### config.mk
export PLATFORM = sky130hd
export DESIGN_NAME = sha256d_nonce_sched
export DESIGN_NICKNAME = d
export VERILOG_FILES = /design/src/rtl/sha256d_nonce_sched.sv
export SDC_FILE = /design/constraint.sdc
export NUM_CORES = 2
export LEC_CHECK = 0
export BUFFER_PORTS_ARGS = -buffer_cell sky130_fd_sc_hd__buf_2
export CORE_AREA = 2 2 734 736
export CTS_BUF_LIST = sky130_fd_sc_hd__clkbuf_8 sky130_fd_sc_hd__clkbuf_16
export CTS_CLUSTER_DIAMETER = 50
export DETAILED_ROUTE_END_ITERATION = 6
export DIE_AREA = 0 0 736 738
export MAX_ROUTING_LAYER = met4
export SLEW_MARGIN = 20
export SYNTH_ARGS = -nofsm -noshare
export SYNTH_HDL_FRONTEND = slang
export SYNTH_SLANG_ARGS = --single-unit
### constraint.sdc
create_clock -name clk -period 5.55 [get_ports clk]
set_clock_uncertainty 0.05 [all_clocks]
set_input_delay 0.2775 -clock clk [delete_from_list [all_inputs] [get_ports clk]]
set_output_delay 0.2775 -clock clk [all_outputs]
set_load 0.005 [all_outputs]
### src/rtl/sha256d_nonce_sched.sv
// Drives one shared single-block SHA-256 core through double-SHA-256 nonce sweeps.
// Each nonce runs pass 1 over {tmpl, nonce}, then pass 2 over the padded digest, then a target compare.
module sha256d_nonce_sched #(
  parameter int CORE_LAT     = 1,
  parameter bit STOP_ON_FIND = 1'b0
) (
  input  logic         clk,
  input  logic         rst,
  input  logic         job_valid,
  output logic         job_ready,
  input  logic [479:0] job_tmpl,
  input  logic [31:0]  job_nonce_start,
  input  logic [31:0]  job_nonce_end,
  input  logic [255:0] job_target,
  input  logic         abort,
  output logic         core_en,
  output logic [511:0] core_block,
  input  logic [255:0] core_digest,
  output logic         found_valid,
  input  logic         found_ready,
  output logic [31:0]  found_nonce,
  output logic [255:0] found_digest,
  output logic         done,
  output logic         busy,
  output logic [31:0]  hash_count
);

  typedef enum logic [2:0] {
    S_IDLE, S_P1, S_W1, S_P2, S_W2, S_CHK, S_REPORT, S_DONE
  } state_t;

  localparam int            CW   = (CORE_LAT > 1) ? $clog2(CORE_LAT) : 1;
  localparam logic [CW-1:0] LAST = CW'(CORE_LAT - 1);

  state_t         state_r, state_n_s, state_s;
  logic [CW-1:0]  wait_r;
  logic [31:0]    nonce_r, end_r, nonce_s;
  logic [479:0]   tmpl_r, tmpl_s;
  logic [255:0]   target_r, digest2_r;
  logic           load_s, inc_s, abort_s, hit_s, last_s, wait_done_s;
  logic           job_ready_r, core_en_r, found_valid_r, done_r, busy_r;
  logic [511:0]   core_block_r;
  logic [31:0]    found_nonce_r, hash_count_r;
  logic [255:0]   found_digest_r;

  // Next-state decode; abort from any active state overrides the nominal transition.
  always_comb begin
    state_n_s   = state_r;
    load_s      = 1'b0;
    inc_s       = 1'b0;
    hit_s       = (digest2_r <= target_r);
    last_s      = (nonce_r == end_r);
    wait_done_s = (wait_r == LAST);
    abort_s     = abort && (state_r != S_IDLE);
    case (state_r)
      S_IDLE: begin
        if (job_valid) begin
          load_s = 1'b1;
          if (job_nonce_start > job_nonce_end) state_n_s = S_DONE;
          else                                 state_n_s = S_P1;
        end else begin
          state_n_s = S_IDLE;
        end
      end
      S_P1: state_n_s = S_W1;
      S_W1: begin
        if (wait_done_s) state_n_s = S_P2;
        else             state_n_s = S_W1;
      end
      S_P2: state_n_s = S_W2;
      S_W2: begin
        if (wait_done_s) state_n_s = S_CHK;
        else             state_n_s = S_W2;
      end
      S_CHK: begin
        if (hit_s) begin
          state_n_s = S_REPORT;
        end else if (last_s) begin
          state_n_s = S_DONE;
        end else begin
          state_n_s = S_P1;
          inc_s     = 1'b1;
        end
      end
      S_REPORT: begin
        if (!found_ready) begin
          state_n_s = S_REPORT;
        end else if (STOP_ON_FIND || last_s) begin
          state_n_s = S_DONE;
        end else begin
          state_n_s = S_P1;
          inc_s     = 1'b1;
        end
      end
      S_DONE:  state_n_s = S_IDLE;
      default: state_n_s = S_IDLE;
    endcase

    if (abort_s) state_s = S_IDLE;
    else         state_s = state_n_s;

    if (load_s) begin
      nonce_s = job_nonce_start;
      tmpl_s  = job_tmpl;
    end else if (inc_s && !abort_s) begin
      nonce_s = nonce_r + 32'd1;
      tmpl_s  = tmpl_r;
    end else begin
      nonce_s = nonce_r;
      tmpl_s  = tmpl_r;
    end
  end

  // State, latency counter and status outputs, all registered from the next state.
  always_ff @(posedge clk) begin
    if (rst) begin
      state_r       <= S_IDLE;
      wait_r        <= {CW{1'b0}};
      job_ready_r   <= 1'b1;
      core_en_r     <= 1'b0;
      found_valid_r <= 1'b0;
      done_r        <= 1'b0;
      busy_r        <= 1'b0;
    end else begin
      state_r       <= state_s;
      job_ready_r   <= (state_s == S_IDLE);
      core_en_r     <= (state_s == S_P1) || (state_s == S_P2);
      found_valid_r <= (state_s == S_REPORT);
      done_r        <= (state_s == S_DONE);
      busy_r        <= (state_s != S_IDLE);
      if (((state_r == S_W1) || (state_r == S_W2)) && (state_s == state_r)) wait_r <= wait_r + 1'b1;
      else                                                                 wait_r <= {CW{1'b0}};
    end
  end

  // Job capture, nonce/count tracking, core block and hit registers.
  always_ff @(posedge clk) begin
    if (rst) begin
      tmpl_r         <= 480'd0;
      end_r          <= 32'd0;
      target_r       <= 256'd0;
      nonce_r        <= 32'd0;
      hash_count_r   <= 32'd0;
      core_block_r   <= 512'd0;
      digest2_r      <= 256'd0;
      found_nonce_r  <= 32'd0;
      found_digest_r <= 256'd0;
    end else begin
      tmpl_r  <= tmpl_s;
      nonce_r <= nonce_s;
      if (load_s) begin
        end_r        <= job_nonce_end;
        target_r     <= job_target;
        hash_count_r <= 32'd0;
      end else if ((state_r == S_CHK) && !abort_s) begin
        hash_count_r <= hash_count_r + 32'd1;
      end else begin
        hash_count_r <= hash_count_r;
      end
      // Pass 2 block is built straight from the digest on the cycle pass 1 completes.
      if (state_s == S_P1)      core_block_r <= {tmpl_s, nonce_s};
      else if (state_s == S_P2) core_block_r <= {core_digest, 32'h8000_0000, 160'd0, 64'h0000_0000_0000_0100};
      else                      core_block_r <= core_block_r;
      if ((state_r == S_W2) && wait_done_s) digest2_r <= core_digest;
      else                                  digest2_r <= digest2_r;
      if ((state_r == S_CHK) && (state_s == S_REPORT)) begin
        found_nonce_r  <= nonce_r;
        found_digest_r <= digest2_r;
      end else begin
        found_nonce_r  <= found_nonce_r;
        found_digest_r <= found_digest_r;
      end
    end
  end

  assign job_ready    = job_ready_r;
  assign core_en      = core_en_r;
  assign core_block   = core_block_r;
  assign found_valid  = found_valid_r;
  assign found_nonce  = found_nonce_r;
  assign found_digest = found_digest_r;
  assign done         = done_r;
  assign busy         = busy_r;
  assign hash_count   = hash_count_r;

endmodule
==> impl_metrics.py <==
metrics = {
    "sta": {
        "final-setup-viol-count": 0,
        "finalHoldViolCount": 0,
        "fmax_mhz": 190,
        "fin_crit_sh": 0.949,
        "finalCriticalPeriod_ps": 5270,
        "slew_headroom": 0.289,
        "grt_setup_unrepaired": "no",
        "drv_slew": 0,
        "tightest_slew_ps": 1070,
    },
    "global_routing": {
        "overflow": 0,
        "gr-usage-all-layers": 0.193,
        "use_met3": 0.0633,
        "met1_usage": 0.204,
        "grt_pass1_vias": 76300,
        "antenna_found_initial": 553,
        "grt_pass1_wl_um": 688000,
        "grt-busiest-layer": "met2",
        "grt_max_degree": 181,
        "grt_use_met2": 0.307,
    },
    "power_and_ir_drop": {
        "power_mw": 47.0,
        "leakagePower_nw": 49.0,
        "powerDensity_nw_per_um2": 400,
        "ir_worst_vdd_uv": 346,
    },
    "drt": {
        "wirelength_um": 538000,
        "routed_via_density": 4.05,
        "drc": 0,
        "drtIter0Drc": 6791,
        "first_pass_iters": 7,
        "drtAntennaViolNets": 0,
        "wl_per_cell_um": 27.1,
        "vias": 80400,
    },
    "setup_path": {
        "cp-start-kind": "register",
        "r2r_slack_ps": 280,
        "reg2reg_to": "core_block[325]$_SDFFE_PP0P_",
        "critical-path-max-stage-delay_ps": 660,
        "critPathKind": "reg -> reg",
        "worstPathCellList": "ha_1, nand4_1, nor4_4, nand3_2, buf_4, or4_1, or2_1, o22ai_1, a211o_1, nor3_1, o41ai_2, buf_4, and2_1, nand2_4, buf_12, buf_12, o21ai_0",
        "r2r_start": "digest2_r[222]$_SDFFE_PP0P_",
        "r2r_cells": 17,
        "worst_ep_arrival_time_ps": 6020,
        "cp_slowest_cell": "or4_1",
        "cp.required_ps": 6300,
        "critPathMaxFanout": 38,
        "end_kind": "register",
    },
    "clock_network": {
        "cts_buffer_depth": 4,
        "cts_tree": "done",
        "clockRootBuffer": "clkbuf_16",
        "clock_latency_ps": 970,
        "numCtsBuffers": 290,
        "cts.clk_slew.worst_paths_ps": 60,
        "cts_sinks": 1897,
        "h-tree-depth": 5,
        "cts_setup_buffers": 0,
    },
    "layout": {
        "synthToLayoutAreaGrowth_pct": 59.6,
        "layout.nets": 13500,
        "drive_gt1_frac": 0.219,
        "utilization": 0.220,
        "instances_no_fill": 19800,
    },
    "logic_synthesis": {
        "yosys_warnings": 0,
        "synth_fp_nets": 10300,
        "seq_area_frac_synth": 0.515,
        "synthArstFlopShare": 0,
        "avgSynthCellArea_um2": 8.25,
        "ys.flop_type": "dfxtp_1",
        "yosysUniqueCellTypes": 71,
        "synth_edf_count": 0,
        "syn_inst": 8933,
        "synth-seq-cells": 1897,
        "syn_area_um2": 73700,
    },
    "place": {
        "globalplace.congestion": 0.954,
        "numPortBuffers": 1897,
        "place_inst": 17600,
        "post-dp-hpwl_um": 446000,
    },
    "floorplanning": {
        "initial_utilization": 0.138,
        "die_width_um": 736,
        "die_h_um": 738,
        "core-area_um2": 535000,
        "num_io_pins": 1898,
        "floorplan.rows": 269,
        "die-area_um2": 543000,
    },
    "min_path": {
        "min_path_cells": 4,
        "whs_endpoint": "digest2_r[206]$_SDFFE_PP0P_",
        "min_from": "core_digest[206]",
        "hold_path.class": "in -> reg",
    },
    "outcome": {
        "status": "finished, final reports clean",
    },
    "run": {
        "drv_cap": 0,
    },
}
sequential cells by signal, summed over array words and instances (netlist names), 32 cells and up:
signal,cells
core_block,512
tmpl_r,480
digest2_r,256
found_digest,256
target_r,256
end_r,32
found_nonce,32
hash_count,32
nonce_r,32
through the flow:
stage / TNS, ps / cell area, µm² / hold WS (ps) / setup WS, ps
after global routing: 0 / 118000 / 47.7 / 45.8
after floorplan: 0 / 73700 / 363 / 1710
after global placement: -271420 / 92900 / 379 / -455
after detailed placement: -299720 / 92900 / 387 / -463
after CTS: 0 / 117000 / 0.267 / 139
final: 0 / 118000 / 118 / 283
worst max-delay path by stage:
stage               cells past startpoint  slack, ps                              to                        start
finish                                 17        280    core_block[325]$_SDFFE_PP0P_  digest2_r[222]$_SDFFE_PP0P_
global route                           18         50    core_block[327]$_SDFFE_PP0P_   target_r[210]$_SDFFE_PP0P_
CTS                                    18        140  found_digest[214]$_SDFFE_PP0P_  digest2_r[222]$_SDFFE_PP0P_
detailed placement                     16       -460     core_block[29]$_SDFFE_PP0P_  digest2_r[211]$_SDFFE_PP0P_
global placement                       15       -450      core_block[8]$_SDFFE_PP0P_  digest2_r[211]$_SDFFE_PP0P_
floorplan                              17       1710    found_nonce[11]$_SDFFE_PP0P_    target_r[78]$_SDFFE_PP0P_
worst max-delay path, delay by kind of cell (launching register included):
kind            cells  cell delay, ps
flops               1             380
buf+inv             4             810
simple gates        8            2480
fa+ha+maj           1             320
compound gates      4             980
area by class of cell:
cell class / count / area, µm²
tap: 7046 / 8820
clock buffer: 333 / 7860
clock inverter: 188 / 2390
fill: 58800 / 417000
antenna: 409 / 1020
inverter: 307 / 1150
timing repair buffer: 3531 / 26100
sequential: 1897 / 38000
multi-input combinational: 6122 / 32300
synthesized netlist by cell type, drive strengths merged (7+ instances only):
| library cell | instances | area (µm²) |
|---|---|---|
| a211oi | 31 | 245 |
| nor4 | 31 | 215 |
| or3 | 12 | 75.1 |
| inv | 307 | 1150 |
| and4 | 18 | 158 |
| nand4 | 79 | 500 |
| o21ai | 575 | 2890 |
| nor3 | 23 | 120 |
| a211o | 7 | 61.3 |
| clkbuf | 474 | 1780 |
| o211ai | 7 | 52.6 |
| nor2 | 378 | 1420 |
| o31ai | 7 | 52.6 |
| and2 | 13 | 81.3 |
| dfxtp | 1897 | 38000 |
| xor2 | 20 | 175 |
| a21oi | 1182 | 5920 |
| a21o | 32 | 240 |
| mux2i | 266 | 2660 |
| nand3 | 48 | 240 |
| and3 | 24 | 150 |
| a22o | 239 | 2090 |
| buf | 133 | 628 |
| xnor2 | 44 | 385 |
| nand2 | 2728 | 10200 |
| ha | 290 | 3630 |
timing repair:
| action | in CTS | in global routing |
|---|---|---|
| hold buffers | 1347 | 0 |
| hold endpoints to repair | 1595 | 0 |
| endpoints found under the setup margin | 832 | 83 |
| gates resized for setup | 4 | 3 |
metal layers:
metal  vias to the layer above  wire length, µm  part of all wire
met1                     38000           199000              0.37
met3                      1417            50100             0.093
met4                         0            45500             0.085
li1                      36800                -                 -
met5                         -                0                 0
met2                      4197           243000              0.45
kinds of logic after synthesis:
family / synth area share
simple gates: 0.181
compound gates: 0.162
flops: 0.515
buf+inv: 0.0483
fa+ha+maj: 0.0492
mux: 0.0367
xor+xnor: 0.00760
other cells: 0.0000509
cell usage in the layout (no fill, tap or decap), types with 30 or more instances in the layout:
master / netlist / layout
diode_2: 0 / 409
inv_1: 306 / 334
o21ai_0: 560 / 560
clkbuf_16: 0 / 291
dfxtp_1: 1897 / 1897
nor2_1: 378 / 378
a22o_1: 239 / 239
a21oi_1: 1182 / 1179
buf_12: 0 / 79
buf_4: 1 / 208
mux2i_1: 266 / 266
nand4_1: 78 / 78
dlygate4sd3_1: 0 / 1347
a211oi_1: 30 / 30
xnor2_1: 44 / 44
buf_2: 100 / 1896
a21o_1: 32 / 32
clkbuf_8: 0 / 42
ha_1: 290 / 290
nand2_1: 2728 / 2726
nand3_1: 48 / 47
power breakdown:
group | internal, mW | switching [mW]
registers | 15.3 | 0.976
logic | 4.17 | 7.29
clock network | 11.5 | 7.78
total | 31.0 | 16.0
Power figures use the tool's default switching activity.
